File: config.mk
export PLATFORM = sky130hd
export DESIGN_NAME = pwm_multichannel
export DESIGN_NICKNAME = d
export VERILOG_FILES = /design/src/rtl/pwm_pkg.sv /design/src/rtl/pwm_deadtime.sv /design/src/rtl/pwm_multichannel.sv
export SDC_FILE = /design/constraint.sdc
export NUM_CORES = 1
export LEC_CHECK = 0
export ABC_AREA = 1
export CAP_MARGIN = 20
export CORE_MARGIN = 5
export CORE_UTILIZATION = 35
export CTS_BUF_LIST = sky130_fd_sc_hd__clkbuf_8 sky130_fd_sc_hd__clkbuf_16
export CTS_CLUSTER_SIZE = 30
export DETAILED_ROUTE_END_ITERATION = 6
export GPL_TIMING_DRIVEN = 0
export PLACE_DENSITY = 0.5
export SLEW_MARGIN = 5
export SYNTH_ARGS = -nofsm -noshare
export SYNTH_HDL_FRONTEND = slang
export SYNTH_SLANG_ARGS = --single-unit
File: constraint.sdc
create_clock -name clk -period 2.8 [get_ports clk]
set_clock_uncertainty 0.2 [all_clocks]
set_input_delay 0.84 -clock clk [delete_from_list [all_inputs] [get_ports clk]]
set_output_delay 0.84 -clock clk [all_outputs]
set_load 0.02 [all_outputs]
File: src/rtl/pwm_pkg.sv
// Shared types and default sizes for the multi-channel PWM generator.
package pwm_pkg;

    localparam int unsigned DEFAULT_CNT_W = 8;
    localparam int unsigned DEFAULT_NCH   = 4;
    localparam int unsigned DEFAULT_DT_W  = 4;

    typedef enum logic {MODE_EDGE, MODE_CENTER} mode_e;
    typedef enum logic {DIR_UP, DIR_DOWN} dir_e;
    typedef enum logic [1:0] {DT_LO, DT_WAIT_HI, DT_HI, DT_WAIT_LO} dt_state_e;

endpackage

File: src/rtl/pwm_deadtime.sv
// Per-channel dead-time inserter: turns the raw compare into a non-overlapping hi/lo pair.
module pwm_deadtime
    import pwm_pkg::*;
#(
    parameter int unsigned DT_W = DEFAULT_DT_W
) (
    input  logic            clk,
    input  logic            reset,
    input  logic            enable,
    input  logic            raw,
    input  logic [DT_W-1:0] dt,
    output logic            pwm_hi,
    output logic            pwm_lo
);

    dt_state_e       state_q;
    logic [DT_W-1:0] wait_q;

    // Idle parks in DT_WAIT_LO with an expired count so pwm_lo comes up one cycle after enable.
    always_ff @(posedge clk or negedge reset) begin
        if (!reset) begin
            state_q <= DT_WAIT_LO;
            wait_q  <= '0;
            pwm_hi  <= 1'b0;
            pwm_lo  <= 1'b0;
        end else if (!enable) begin
            state_q <= DT_WAIT_LO;
            wait_q  <= '0;
            pwm_hi  <= 1'b0;
            pwm_lo  <= 1'b0;
        end else begin
            unique case (state_q)
                DT_LO: begin
                    if (raw) begin
                        pwm_lo <= 1'b0;
                        if (dt == '0) begin
                            state_q <= DT_HI;
                            pwm_hi  <= 1'b1;
                        end else begin
                            state_q <= DT_WAIT_HI;
                            wait_q  <= dt - DT_W'(1);
                        end
                    end
                end
                DT_WAIT_HI: begin
                    if (!raw) begin
                        if (dt == '0) begin
                            state_q <= DT_LO;
                            pwm_lo  <= 1'b1;
                        end else begin
                            state_q <= DT_WAIT_LO;
                            wait_q  <= dt - DT_W'(1);
                        end
                    end else if (wait_q == '0) begin
                        state_q <= DT_HI;
                        pwm_hi  <= 1'b1;
                    end else begin
                        wait_q <= wait_q - DT_W'(1);
                    end
                end
                DT_HI: begin
                    if (!raw) begin
                        pwm_hi <= 1'b0;
                        if (dt == '0) begin
                            state_q <= DT_LO;
                            pwm_lo  <= 1'b1;
                        end else begin
                            state_q <= DT_WAIT_LO;
                            wait_q  <= dt - DT_W'(1);
                        end
                    end
                end
                DT_WAIT_LO: begin
                    if (raw) begin
                        if (dt == '0) begin
                            state_q <= DT_HI;
                            pwm_hi  <= 1'b1;
                        end else begin
                            state_q <= DT_WAIT_HI;
                            wait_q  <= dt - DT_W'(1);
                        end
                    end else if (wait_q == '0) begin
                        state_q <= DT_LO;
                        pwm_lo  <= 1'b1;
                    end else begin
                        wait_q <= wait_q - DT_W'(1);
                    end
                end
                default: begin
                    state_q <= DT_WAIT_LO;
                    wait_q  <= '0;
                    pwm_hi  <= 1'b0;
                    pwm_lo  <= 1'b0;
                end
            endcase
        end
    end

endmodule

File: src/rtl/pwm_multichannel.sv
// N-channel PWM: shared edge/center counter, double-buffered duties, registered compare,
// and per-channel dead-time output stage.
module pwm_multichannel
    import pwm_pkg::*;
#(
    parameter int unsigned CNT_W = DEFAULT_CNT_W,
    parameter int unsigned NCH   = DEFAULT_NCH,
    parameter int unsigned DT_W  = DEFAULT_DT_W,
    localparam int unsigned CH_W = (NCH > 1) ? $clog2(NCH) : 1
) (
    input  logic             clk,
    input  logic             reset,
    input  logic             enable,
    input  logic [CNT_W-1:0] period,
    input  logic             center_mode,
    input  logic [DT_W-1:0]  deadtime,
    input  logic             wr_en,
    input  logic [CH_W-1:0]  wr_ch,
    input  logic [CNT_W-1:0] wr_duty,
    output logic [NCH-1:0]   pwm_hi,
    output logic [NCH-1:0]   pwm_lo,
    output logic             period_start
);

    logic [CNT_W-1:0] cnt_q, cnt_d;
    dir_e             dir_q, dir_d;
    logic [CNT_W-1:0] period_q;
    mode_e            mode_q;
    logic [DT_W-1:0]  dt_q;
    logic [CNT_W-1:0] shadow_q [NCH];
    logic [CNT_W-1:0] active_q [NCH];
    logic [CNT_W-1:0] active_d [NCH];
    logic [NCH-1:0]   wr_hit;
    logic [NCH-1:0]   raw_q, raw_d;
    logic             ps_q;
    logic             boundary;
    logic             down_half;
    logic [CNT_W-1:0] per_eff;
    mode_e            mode_eff;

    // Boundary cycle uses the freshly sampled controls so the new period starts immediately.
    assign boundary = enable && (cnt_q == '0);
    assign per_eff  = boundary ? period : period_q;
    assign mode_eff = boundary ? mode_e'(center_mode) : mode_q;

    always_comb begin
        cnt_d = cnt_q;
        dir_d = dir_q;
        if (!enable || (per_eff == '0)) begin
            cnt_d = '0;
            dir_d = DIR_UP;
        end else if (mode_eff == MODE_EDGE) begin
            dir_d = DIR_UP;
            cnt_d = (cnt_q >= per_eff) ? '0 : cnt_q + CNT_W'(1);
        end else if (dir_q == DIR_UP) begin
            if (cnt_q >= per_eff) begin
                cnt_d = per_eff - CNT_W'(1);
                dir_d = (per_eff == CNT_W'(1)) ? DIR_UP : DIR_DOWN;
            end else begin
                cnt_d = cnt_q + CNT_W'(1);
            end
        end else begin
            cnt_d = cnt_q - CNT_W'(1);
            if (cnt_q == CNT_W'(1)) dir_d = DIR_UP;
        end
    end

    // The peak and falling half compare inclusively so center mode is high for 2*D of 2*P.
    always_comb begin
        wr_hit    = '0;
        raw_d     = '0;
        down_half = (mode_q == MODE_CENTER) && (cnt_q != '0) &&
                    ((dir_q == DIR_DOWN) || (cnt_q == period_q));
        for (int i = 0; i < NCH; i++) begin
            wr_hit[i]   = wr_en && (wr_ch == CH_W'(i));
            active_d[i] = active_q[i];
            if (boundary) active_d[i] = wr_hit[i] ? wr_duty : shadow_q[i];
            raw_d[i] = enable && (down_half ? (cnt_q <= active_d[i]) : (cnt_q < active_d[i]));
        end
    end

    always_ff @(posedge clk or negedge reset) begin
        if (!reset) begin
            cnt_q        <= '0;
            dir_q        <= DIR_UP;
            period_q     <= '0;
            mode_q       <= MODE_EDGE;
            dt_q         <= '0;
            raw_q        <= '0;
            ps_q         <= 1'b0;
            period_start <= 1'b0;
            for (int i = 0; i < NCH; i++) begin
                shadow_q[i] <= '0;
                active_q[i] <= '0;
            end
        end else begin
            cnt_q <= cnt_d;
            dir_q <= dir_d;
            if (boundary) begin
                period_q <= period;
                mode_q   <= mode_e'(center_mode);
                dt_q     <= deadtime;
            end
            for (int i = 0; i < NCH; i++) begin
                if (wr_hit[i]) shadow_q[i] <= wr_duty;
                active_q[i] <= active_d[i];
            end
            raw_q        <= raw_d;
            ps_q         <= boundary;
            period_start <= ps_q && enable;
        end
    end

    for (genvar g = 0; g < NCH; g++) begin : g_ch
        pwm_deadtime #(
            .DT_W (DT_W)
        ) u_deadtime (
            .clk    (clk),
            .reset  (reset),
            .enable (enable),
            .raw    (raw_q[g]),
            .dt     (dt_q),
            .pwm_hi (pwm_hi[g]),
            .pwm_lo (pwm_lo[g])
        );
    end

endmodule

==> flow_summary.yaml, run 1 <==
routing:
  routed_via_density: 4.952
  drt_iter0_markers: 492
  wl_mm: 22.38
  vias: 6958
  wl_per_cell_um: 15.93
  drt_pass1_iterations: 5
  postRouteAntennaNets: 0
  drcViolationCount: 0
clocking:
  cts_htree_levels: 4
  cts_tree: "done"
  numCtsBuffers: 17
  cts_max_path_buffers: 2
  clock-root-buffer: "clkbuf_16"
  clock_latency_ns: 0.43
  clkSinkCount: 124
  hold_buffers: 0
  clk_pin_slew_ns: 0.07
grt:
  grt_overflow_total: 0
  grt_max_degree: 65
  antenna_found_initial: 0
  grt_usage: 0.1775
  first_global_vias: 6872
  grt_first_pass_wirelength_mm: 36.20
synthesis:
  yosys-top-cells-area: "dfrtp_1 (37%), ha_1 (11%), nand2_1 (9.1%)"
  yosys_warnings: 0
  avgSynthCellArea_um2: 7.808
  yosys.cell_types.count: 49
  synth_edf_count: 0
  synth_area_um2: 7894
  yosysSeqAreaShare: 0.3944
  synthCells: 1011
  synth_nets: 1107
  synth_async_sr_flop_share: 1.000
  yosysTopAreaCell: "dfrtp_1"
  synth_top_area_frac: 0.3677
  ys.flop_type: "dfrtp_1"
  ys_ff_latch: 124
timing:
  grt_setup_unrepaired: "yes"
  slew_violations: 0
  worst_slack_ns: -0.05785
  max_freq_mhz: 349.9
  max-slew-margin-rel: 0.4791
  fin_crit_ns: 2.858
  setup_viol: 4
  hold_viol: 0
  holdWs_ns: 0.2056
  worstMarginPinSlew_ns: 0.7712
  finalCritPeriodShare: 1.021
die:
  dieHeight_um: 160.2
  rows: 55
  fp.dieW_um: 160.2
  die-area_um2: 25660
  boundaryPins: 36
  start_util: 0.3519
  core_um2: 22430
layout:
  fin_util: 0.4509
  area_growth_pct: 28.15
  n_antenna_cell: 0
  drive_gt1_frac: 0.2268
  nets: 1203
worst_setup_path:
  worstPathMaxFanout: 8
  worstRegToRegCells: 18
  critical_path_class: "flop to flop"
  crit-reg2reg-launch: "cnt_q[0]$_DFF_PN0_"
  endpoint_kind: "flop"
  worstPathRequired_ns: 2.90
  r2r-end: "raw_q[2]$_DFF_PN0_"
  crit_arrival_ns: 2.96
  worst_setup_path_start_kind: "flop"
  rrSetupSlack_ns: -0.06
power_and_ir_drop:
  p_per_area_nw_per_um2: 1223
  power.total_mw: 12.38
  ir_worst_vdd_v: 0.0004483
  p_leak_nw: 4.850
placed_design:
  port_buffers: 35
  hpwl_mm: 15.41
  gp_congestion: 0.8372
run_status:
  status: "complete, but fails checks"
  violations: "negative setup slack"
flow_run:
  maxCapViolCount: 0
min_path:
  min_path_type: "input pin to asynchronous set/reset pin"
==> cell type report <==
class | count | area, um2
Multi-Input combinational cell | 694 | 4425
Timing Repair Buffer | 77 | 695.7
Fill cell | 2256 | 12320
Tap cell | 285 | 356.6
Inverter | 162 | 635.6
Clock inverter | 15 | 165.2
Sequential cell | 124 | 3123
Clock buffer | 17 | 425.4
Buffer | 31 | 289.0
==> critical path, cell delays in order (launching register included) <==
cell	delay, ns
dfrtp_2	0.42
inv_4	0.07
ha_4	0.13
inv_2	0.04
nor2_4	0.11
nand3_4	0.09
buf_12	0.17
inv_12	0.08
clkbuf_16	0.13
or2_4	0.10
o21ai_2	0.05
ha_1	0.31
inv_1	0.04
nor2_1	0.08
nor2_1	0.06
o21a_1	0.17
o221ai_2	0.17
o21a_1	0.23
nor2_2	0.06
==> worst max-delay path by stage <==
stage / startpoint / end / slack [ns] / cells after the start
after CTS: cnt_q[1]$_DFF_PN0_ / raw_q[2]$_DFF_PN0_ / -0.07 / 18
after global placement: reset / active_q[6]$_DFF_PN0_ / -4.63 / 1
final: cnt_q[0]$_DFF_PN0_ / raw_q[2]$_DFF_PN0_ / -0.06 / 18
after floorplan: enable / raw_q[0]$_DFF_PN0_ / 0.006 / 12
after detailed placement: wr_ch[0] / raw_q[2]$_DFF_PN0_ / -1.25 / 15
after global routing: cnt_q[0]$_DFF_PN0_ / raw_q[1]$_DFF_PN0_ / -0.20 / 17
==> power by group <==
| group | switching [mW] | internal [mW] |
|---|---|---|
| clock | 1.01 | 1.27 |
| combinational | 4.27 | 2.97 |
| sequential | 0.328 | 2.52 |
==> per-stage QoR <==
stage / area (um2) / std cells / setup WS [ns] / setup TNS (ns)
2_1_floorplan: 7901 / 1011 / 0.006068 / 0
3_3_place_gp: 8608 / 1331 / -4.627 / -590.20
3_5_place_dp: 8637 / 1332 / -1.252 / -30.95
4_1_cts: 9783 / 1395 / -0.06593 / -0.09454
5_1_grt: 10120 / 1405 / -0.1984 / -1.470
6_report: 10120 / 1405 / -0.05785 / -0.09408
==> cell usage after synthesis (all sizes together), types with 12 or more instances <==
library cell / count
o22ai: 12
nor2: 56
or2: 34
o21ai: 139
a21oi: 51
nand4: 12
ha: 69
nand2: 200
dfrtp: 116
inv: 161
buf: 16
nand3: 59
clkbuf: 15
==> timing repair <==
action | in CTS | in global routing
resized for setup | 122 | 79
buffers inserted | 28 | 10
setup endpoints to repair | 32 | 20
endpoints found under the hold margin | 0 | 0
cloned | 3 | 0
pin swaps | 28 | 46
==> sequential cells by signal (all words and copies together) (netlist names), 4 cells and up <==
name / count
g_ch.u_deadtime.state_q: 8
g_ch.u_deadtime.pwm_hi: 4
cnt_q: 8
period_q: 8
active_q: 32
g_ch.u_deadtime.pwm_lo: 4
dt_q: 4
raw_q: 4
g_ch.u_deadtime.wait_q: 16
shadow_q: 32
==> cell families after synthesis <==
logic type | synth area share
buffers and inverters | 0.09906
adder cells (fa/ha/maj) | 0.1094
multiplexers | 0.001268
flip-flops | 0.3944
AO/OA/AOI/OAI | 0.1683
AND/OR/NAND/NOR | 0.2110
XOR/XNOR | 0.01664
==> cells in the final DEF (no fill, tap or decap), types with 17 or more instances in the layout <==
cell / instances
clkdlybuf4s50_1: 30
nand2_2: 17
o21ai_1: 26
o21ai_0: 93
nand3_1: 52
dfrtp_1: 108
inv_1: 146
nor2_1: 47
ha_1: 62
clkbuf_16: 18
a21oi_1: 39
or2_2: 28
buf_4: 46
nand2_1: 177
==> metal layers <==
| layer | routed length, um | part of all wire | GRT usage | vias to the layer above |
|---|---|---|---|---|
| met5 | 0 | 0 | 0 | - |
| met4 | 301 | 0.013 | 0.05280 | 0 |
| met3 | 827 | 0.037 | 0.03097 | 20 |
| met2 | 10680 | 0.48 | 0.2952 | 117 |
| met1 | 10580 | 0.47 | 0.2373 | 3297 |
| li1 | - | - | - | 3524 |
No activity file was read; power rests on OpenSTA's default activity.
==> run 2, diff against run 1 <==
--- a/config.mk
+++ b/config.mk
@@ -13,7 +13,7 @@
 export CTS_CLUSTER_SIZE = 30
 export DETAILED_ROUTE_END_ITERATION = 6
 export GPL_TIMING_DRIVEN = 0
-export PLACE_DENSITY = 0.5
+export PLACE_DENSITY = 0.48
 export SLEW_MARGIN = 5
 export SYNTH_ARGS = -nofsm -noshare
 export SYNTH_HDL_FRONTEND = slang
==> constraint.sdc (replaced) <==
create_clock -name clk -period 3.6 [get_ports clk]
set_clock_uncertainty 0.2 [all_clocks]
set_input_delay 1.08 -clock clk [delete_from_list [all_inputs] [get_ports clk]]
set_output_delay 1.08 -clock clk [all_outputs]
set_load 0.02 [all_outputs]
==> run 2 against run 1 <==
  * The run now ends clean
  * Sequential share of layout area grew 2.7 points
  * Sequential power shrank 20%
  * Non-clock buffer count down 39
  * Register-to-register slack improved by 0.26 ns
  * Worst setup slack better by 0.18 ns
  * Hold slack better by 0.045 ns
  * Largest cell class unchanged
  * Largest power group unchanged
==> flow_summary.yaml, run 2 (synthesized netlist as in run 1, its figures left out) <==
clocking:
  cts_tree: "done"
  hold_buffers: 0
  cts_max_path_buffers: 2
  clock_latency_ns: 0.42
  clock-root-buffer: "clkbuf_16"
  clk_pin_slew_ns: 0.06
  clkSinkCount: 124
  cts_htree_levels: 4
  numCtsBuffers: 17
worst_setup_path:
  crit_arrival_ns: 3.63
  crit_path_max_incr_delay_ns: 0.57
  endpoint_kind: "flop"
  worstPathMaxFanout: 10
  critical_path_class: "input pin to flop"
  cp_slowest_cell: "clkdlybuf4s50_1"
  worstPathRequired_ns: 3.75
  worst_setup_path_start_kind: "input pin"
  crit_chain: "clkdlybuf4s50_1 -> nand3_1 -> clkbuf_4 -> nand2_1 -> o21ai_0 -> o21ai_0 -> ha_1 -> nand4_1 -> nor2_1 -> nand3_1 -> o21a_1 -> nor2_1"
layout:
  top_regs: "active_q: 32 flops, shadow_q: 32 flops, g_ch.u_deadtime.wait_q: 16 flops"
  fin_util: 0.4143
  nets: 1164
  final_cell_mix: "nand2_1 (190), inv_1 (152), o21ai_0 (123)"
  drive_gt1_frac: 0.1277
  n_antenna_cell: 0
  area_growth_pct: 17.74
  final_area_um2: 9294
  final_common_cell: "nand2_1"
min_path:
  min_path_type: "flop to flop"
timing:
  worstMarginPinSlew_ns: 0.7161
  finalCritPeriodShare: 0.9670
  max_freq_mhz: 287.3
  grt_setup_unrepaired: "yes"
  max-slew-margin-rel: 0.5163
  setup_viol: 0
  hold_viol: 0
  fin_crit_ns: 3.481
  slew_violations: 0
run_status:
  status: "finished, final reports clean"
routing:
  wl_mm: 21.26
  drt_pass1_iterations: 5
  drcViolationCount: 0
  routed_via_density: 4.930
  drt_iter0_markers: 406
  vias: 6734
  wl_per_cell_um: 15.57
  postRouteAntennaNets: 0
die:
  core_um2: 22430
  rows: 55
  start_util: 0.3519
  dieHeight_um: 160.2
  die-area_um2: 25660
  fp.dieW_um: 160.2
  boundaryPins: 36
grt:
  first_global_vias: 6720
  grt_max_degree: 64
  grt_first_pass_wirelength_mm: 35.24
  grt_usage: 0.1712
  antenna_found_initial: 0
  grt_overflow_total: 0
power_and_ir_drop:
  p_sw_frac: 0.4534
  seq_power_share: 0.266
  p_sw_mw: 3.912
  internal_power_mw: 4.717
  power.total_mw: 8.630
  p_per_area_nw_per_um2: 928.5
  p_leak_nw: 4.545
  comb_power_share: 0.532
  clkPwrFrac: 0.202
  ir_worst_vdd_v: 0.0003057
placed_design:
  port_buffers: 35
  hpwl_mm: 15.66
  gp_congestion: 0.8444
  placedInstanceArea_um2: 8630
flow_run:
  maxCapViolCount: 0
## run 2: cell count changes in the layout (fill, tap and decap cells not counted), sizes merged
cell           delta
buf              -41
clkbuf            +2
clkdlybuf4s15     -3
clkdlybuf4s50     +3
clkinv            +3
dlygate4sd2       +1
inv               -4
## run 2: power by group through the flow
stage / sequential (mW) / clock (mW) / combinational [mW]
after floorplan: 2.20 / 0 / 3.41
after global placement: 2.31 / 0 / 4.52
after detailed placement: 2.31 / 0 / 4.53
after CTS: 2.30 / 1.78 / 4.58
after global routing: 2.36 / 1.84 / 5.33
final: 2.29 / 1.74 / 4.59
## run 2: layout make-up
cell class / instances / area [um2]
fillers: 2341 / 13140
multi-input cells: 694 / 4025
flip-flops and latches: 124 / 3117
inverters: 162 / 611.8
clock buffers: 18 / 439.2
repair buffers: 38 / 392.9
well taps: 285 / 356.6
plain buffers: 31 / 205.2
clock inverters: 14 / 146.4
## run 2: timing repair
action | CTS | global route
setup buffers | 1 | 1
setup endpoints to repair | 9 | 12
pin swaps | 0 | 2
gates resized for setup | 13 | 28
## run 2: worst max-delay path: cells and delay by family
family / cells / cell delay, ns
adder cells (fa/ha/maj): 1 / 0.21
AO/OA/AOI/OAI: 3 / 0.61
buffers and inverters: 2 / 0.84
AND/OR/NAND/NOR: 6 / 0.88
## run 2: layer usage
| metal | vias to the layer above | GRT usage | wire (um) | share of wire |
|---|---|---|---|---|
| met1 | 3172 | 0.2285 | 10220 | 0.48 |
| li1 | 3441 | - | - | - |
| met5 | - | 0 | 0 | 0 |
| met3 | 23 | 0.02684 | 581 | 0.027 |
| met4 | 0 | 0.05123 | 345 | 0.016 |
| met2 | 98 | 0.2871 | 10120 | 0.48 |
## run 2: metrics by stage
step	setup slack, ns	hold slack (ns)	instances	TNS (ns)
after global routing	-0.08940	0.2776	1366	-0.1717
after detailed placement	-0.8931	0.2470	1332	-7.309
after CTS	0.001646	0.2634	1365	0
final	0.1188	0.2510	1366	0
after floorplan	0.5387	0.2126	1011	0
after global placement	-4.208	0.2463	1331	-514.23
## run 2: final timing paths
path / end / slack [ns] / cells after the start / startpoint
setup / recovery: raw_q[3]$_DFF_PN0_ / 0.12 / 12 / wr_en
hold / removal: period_start$_DFF_PN0_ / 0.25 / 2 / ps_q$_DFF_PN0_
setup reg to reg: raw_q[2]$_DFF_PN0_ / 0.20 / 18 / cnt_q[1]$_DFF_PN0_
hold reg to reg: period_start$_DFF_PN0_ / 0.25 / 2 / ps_q$_DFF_PN0_
max in group asynchronous: g_ch[3].u_deadtime.state_q[1]$_DFFE_PN1P_ / 1.94 / 2 / reset
min in group asynchronous: dt_q[1]$_DFFE_PN0N_ / 0.46 / 1 / reset
